File: config.mk
export PLATFORM = sky130hd
export DESIGN_NAME = datapath_gr10
export DESIGN_NICKNAME = d
export VERILOG_FILES = /design/src/rtl/datapath_gr10.sv
export SDC_FILE = /design/constraint.sdc
export NUM_CORES = 1
export LEC_CHECK = 0
export ABC_CLOCK_PERIOD_IN_PS = 2700
export CELL_PAD_IN_SITES_DETAIL_PLACEMENT = 2
export CELL_PAD_IN_SITES_GLOBAL_PLACEMENT = 2
export CORE_ASPECT_RATIO = 0.75
export CORE_MARGIN = 5
export CORE_UTILIZATION = 35
export CTS_BUF_LIST = sky130_fd_sc_hd__clkbuf_8 sky130_fd_sc_hd__clkbuf_16
export DETAILED_ROUTE_END_ITERATION = 6
export DONT_BUFFER_PORTS = 1
export PLACE_DENSITY_LB_ADDON = 0.1
export REMOVE_ABC_BUFFERS = 1
export SLEW_MARGIN = 20
export SYNTH_ARGS = -nofsm -noshare
export SYNTH_HDL_FRONTEND = slang
export SYNTH_SLANG_ARGS = --single-unit
File: constraint.sdc
create_clock -name clk -period 2.7 [get_ports clk]
set_input_delay 0.135 -clock clk [delete_from_list [all_inputs] [get_ports clk]]
set_output_delay 0.135 -clock clk [all_outputs]
set_load 0.01 [all_outputs]
File: src/rtl/datapath_gr10.sv
// Fibonacci datapath for the gr10 controller: two operand buses, an ALU,
// five working registers and the registered status flags the controller reads.
module datapath_gr10 #(
    parameter int unsigned W = 8
) (
    input  logic         clk,
    input  logic         rst,
    input  logic [W-1:0] sw,
    input  logic [2:0]   f,
    input  logic         tsw,
    input  logic         tn,
    input  logic         tm,
    input  logic         tp,
    input  logic         tone,
    input  logic         tpp,
    input  logic         tout,
    input  logic         ldn,
    input  logic         ldm,
    input  logic         ldp,
    input  logic         ldpp,
    input  logic         ldout,
    input  logic         over,
    output logic         bo,
    output logic [W-1:0] result,
    output logic         done,
    output logic         ovf,
    output logic         err
);

    localparam int unsigned WS = W + 1;

    localparam logic [2:0] F_ZERO = 3'd0;
    localparam logic [2:0] F_AND  = 3'd1;
    localparam logic [2:0] F_A    = 3'd2;
    localparam logic [2:0] F_B    = 3'd3;
    localparam logic [2:0] F_SUB  = 3'd4;
    localparam logic [2:0] F_ADD  = 3'd5;
    localparam logic [2:0] F_OR   = 3'd6;
    localparam logic [2:0] F_XOR  = 3'd7;

    logic [W-1:0]  n_q, m_q, p_q, pp_q, out_q;
    logic          bo_q, done_q, ovf_q, err_q;

    logic [W-1:0]  bus_a, bus_b, alu_r;
    logic [WS-1:0] sum;
    logic          a_multi, b_multi, contention, new_run, carry;

    // Wired-OR buses; an undriven bus reads zero.
    always_comb begin
        bus_a = ({W{tsw}} & sw)
              | ({W{tn}}  & n_q)
              | ({W{tm}}  & m_q)
              | ({W{tp}}  & p_q);
        bus_b = ({W{tone}} & W'(1))
              | ({W{tpp}}  & pp_q)
              | ({W{tout}} & out_q);
    end

    // More than one enable on either bus is flagged as contention.
    always_comb begin
        a_multi    = (tsw & tn) | (tsw & tm) | (tsw & tp)
                   | (tn & tm)  | (tn & tp)  | (tm & tp);
        b_multi    = (tone & tpp) | (tone & tout) | (tpp & tout);
        contention = a_multi | b_multi;
        new_run    = tsw & ldn;
    end

    always_comb begin
        sum   = WS'(bus_a) + WS'(bus_b);
        carry = sum[W];
        alu_r = '0;
        case (f)
            F_ZERO: alu_r = '0;
            F_AND:  alu_r = bus_a & bus_b;
            F_A:    alu_r = bus_a;
            F_B:    alu_r = bus_b;
            F_SUB:  alu_r = bus_a - bus_b;
            F_ADD:  alu_r = sum[W-1:0];
            F_OR:   alu_r = bus_a | bus_b;
            F_XOR:  alu_r = bus_a ^ bus_b;
        endcase
    end

    // Working registers; reset blocks any load on the same edge.
    always_ff @(posedge clk) begin
        if (rst) begin
            n_q   <= '0;
            m_q   <= '0;
            p_q   <= '0;
            pp_q  <= '0;
            out_q <= '0;
        end else begin
            if (ldn)   n_q   <= alu_r;
            if (ldm)   m_q   <= alu_r;
            if (ldp)   p_q   <= alu_r;
            if (ldpp)  pp_q  <= alu_r;
            if (ldout) out_q <= alu_r;
        end
    end

    // Status flags; a set on the new-run edge takes precedence over the clear.
    always_ff @(posedge clk) begin
        if (rst) begin
            bo_q   <= 1'b0;
            done_q <= 1'b0;
            ovf_q  <= 1'b0;
            err_q  <= 1'b0;
        end else begin
            if (f == F_SUB)
                bo_q <= (bus_a <= bus_b);

            if ((f == F_ADD) && carry)
                ovf_q <= 1'b1;
            else if (new_run)
                ovf_q <= 1'b0;

            if (contention)
                err_q <= 1'b1;
            else if (new_run)
                err_q <= 1'b0;

            if (over)
                done_q <= 1'b1;
            else if (new_run)
                done_q <= 1'b0;
        end
    end

    assign result = p_q;
    assign bo     = bo_q;
    assign done   = done_q;
    assign ovf    = ovf_q;
    assign err    = err_q;

endmodule

==> flow_summary.yaml <==
outcome:
  status: "completed"
sta:
  fin_ws_ns: 0.0523
  rsz0062_at_grt: "yes"
  min_period_ns: 2.65
  setup_viol: 0
  slew_headroom_pct: 61.5
  worst_clock_skew_ns: 0.00625
  fmaxAchievable_mhz: 378
  drv_slew: 0
  hold_violations: 0
  period_share_pct: 98.1
  tightest_slew_ns: 0.577
detailed_routing:
  viasPerCell: 5.76
  drc: 0
  first_pass_iters: 4
  routed_wl_um: 12300
  wire_per_inst_um: 22.5
  dr_total_vias: 3141
  drt-initial-drc-count: 159
  antenna_left: 0
placement:
  pre_cts_slack_ns: -0.151
  dpl.cell_count: 522
  place.gp.congestion: 0.798
  placed_area_um2: 3480
  hpwl_um: 8650
  numPortBuffers: 0
synth:
  postSynthAreaPerCell_um2: 8.22
  synth_warnings: 0
  ys_ff_latch: 44
  syn_area_um2: 3260
  yosysMostFrequentCell: "nor2_1"
  synth_ff_type: "dfxtp_1"
  synth_edf_count: 0
  syn-instance-count: 397
  yosys-top-cells-area: "dfxtp_1, ha_1, a211oi_1"
  synth_common_cells: "nor2_1, dfxtp_1, a211oi_1"
  ys_seq_area_share_pct: 27.0
  async_flop_share_pct: 0
  synth_top_cell_area_share_pct: 27.0
  yosys.area.top_type: "dfxtp_1"
  synth.distinct_cells: 63
worst_setup_path:
  ff2ff_setup_slack_ns: 0.05
  worstReg2RegStart: "m_q[0]"
  crit_chain: "a22oi_2, nand2_2, buf_4, ha_1, fa_2, a21oi_2, o21ai_1, a21oi_2, xnor2_1, a211oi_4, a211oi_1"
  crit_arrival_ns: 2.80
  cpMostUsedCell: "a21oi_2"
  reg2reg_depth: 11
  path_class: "reg -> reg"
  cp_max_fo: 5
  worstPathRequired_ns: 2.86
  crit_path_end: "m_q[6]"
  worst_path_max_delay_cell: "fa_2"
  crit_path_end_kind: "register"
  cp-start-kind: "register"
  cpPeakStageDelay_ns: 0.40
  r2r_end: "m_q[6]"
  startpoint: "m_q[0]"
global_routing:
  grt_overflow: 0
  antenna_found_initial: 1
  grt.met2_usage_pct: 33.9
  track_usage_pct: 21.0
  grt_pass1_vias: 3279
  grt.busiest_layer: "met2"
  grt_pass1_wl_um: 18600
  grt_max_degree: 44
  met3_usage_pct: 3.81
  gr-usage-met1_pct: 29.9
layout:
  design_area_um2: 4030
  fillCellCount: 1020
  seq_area_um2: 882
  stdcell_count: 545
  final_net_count: 470
  n_antenna_cell: 0
  syn2layout_area_growth_pct: 23.4
  multi_input_area_um2: 2360
  utilization_pct: 44.3
  drive_gt1_share_pct: 23.0
clock_tree:
  ctsLongestPathBuffers: 2
  clock-sinks: 44
  htreeDepth: 2
  cts_tree: "yes"
  clkTransAtPathRegs_ns: 0.06
  root_buffer: "clkbuf_16"
  clk_latency_ns: 0.29
  numCtsBuffers: 5
power:
  ir_worst_vdd_uv: 329
  power_density_nw_per_um2: 650
  p_leak_nw: 1.61
die:
  die_x_um: 121
  start_util_pct: 35.9
  row_count: 30
  die_area_um2: 11400
  die_y_um: 93.6
  ios: 38
  design.core.area_um2: 9080
worst_hold_path:
  holdPathStages: 2
  hp-class: "in -> reg"
flow_run:
  maxCapViolCount: 0
## cell families (layout without fill, tap and decap cells)
logic type,Yosys count,after routing,synth area share (%)
buffers and inverters,53,73,6.98
XOR/XNOR,5,5,1.34
multiplexers,8,8,2.49
AND/OR/NAND/NOR,133,133,21.2
adder cells (fa/ha/maj),28,28,11.1
flip-flops,44,44,27.0
AO/OA/AOI/OAI,126,126,29.8
## worst min path at each step
stage | endpoint | slack (ns) | start
after floorplan | m_q[5] | 0.20 | rst
after CTS | result[7] | -0.07 | ldp
final | out_q[0] | 0.02 | ldout
after global routing | bo | 0.01 | rst
after detailed placement | m_q[0] | 0.21 | rst
after global placement | result[0] | 0.21 | rst
## placed cells by master (no fill, tap or decap), types with 3 or more instances in the layout
cell type and n:
ha_4 4, nor2b_1 9, a21oi_1 9, a22oi_2 4, a211oi_1 27, nand2_1 28
dfxtp_1 43, inv_1 20, ha_1 20, a22oi_1 14, clkbuf_16 5, o21bai_1 3
mux2i_1 6, o22ai_1 3, xnor2_1 5, a21oi_2 6, nand2b_1 7, a21o_1 3
nand4_1 4, a22o_1 3, nand3_1 3, o221ai_1 3, buf_4 36, o21ai_1 4
and3b_1 5, a211oi_2 5, dlygate4sd3_1 6, and4_1 5, o21ai_0 13, inv_2 3
nor2_1 51, a2111oi_2 4
## worst max-delay path: cells and delay by family, from the launching register on
family | cells | cell delay (ns)
xor+xnor | 1 | 0.14
simple gates | 1 | 0.11
fa+ha+maj | 2 | 0.62
compound gates | 6 | 1.17
buf+inv | 1 | 0.15
flops | 1 | 0.32
## metal layers
metal | part of all wire, % | vias up
li1 | - | 1491
met1 | 48 | 1586
met2 | 46 | 59
met3 | 5.4 | 5
met4 | 0.37 | 0
met5 | 0 | -
## final cells by class
type,instances,share of cell area [%]
repair buffers,43,8.70
clock inverters,2,1.49
well taps,128,3.98
clock buffers,5,3.11
multi-input cells,300,58.7
inverters,23,2.14
flip-flops and latches,44,21.9
## through the flow
stage | setup TNS [ns] | total power [mW] | hold WS [ns]
after detailed placement | -1.33 | 1.66 | 0.213
after floorplan | 0 | 1.35 | 0.204
after CTS | 0 | 2.51 | -0.0708
after global routing | -0.574 | 2.77 | 0.0123
final | 0 | 2.62 | 0.0226
after global placement | -0.135 | 1.63 | 0.211
## sequential cells by signal, indices dropped and copies added (netlist names)
register	flops
done	1
n_q	8
err	1
result	8
out_q	8
pp_q	8
bo	1
ovf	1
m_q	8
## where the power goes
part           switching, mW  leakage [nW]  internal (mW)
Combinational          0.580          1.16          0.487
Sequential            0.0504         0.365          0.719
Clock                  0.256        0.0899          0.525
Total                  0.887          1.61           1.73
## timing repair
item | CTS | global route
pin swaps | 6 | 19
setup endpoints to repair | 23 | 31
hold buffers | 3 | 4
buffers inserted | 3 | 7
hold endpoints to repair | 43 | 24
gates resized for setup | 12 | 31
(Power assumes the default switching activity.)
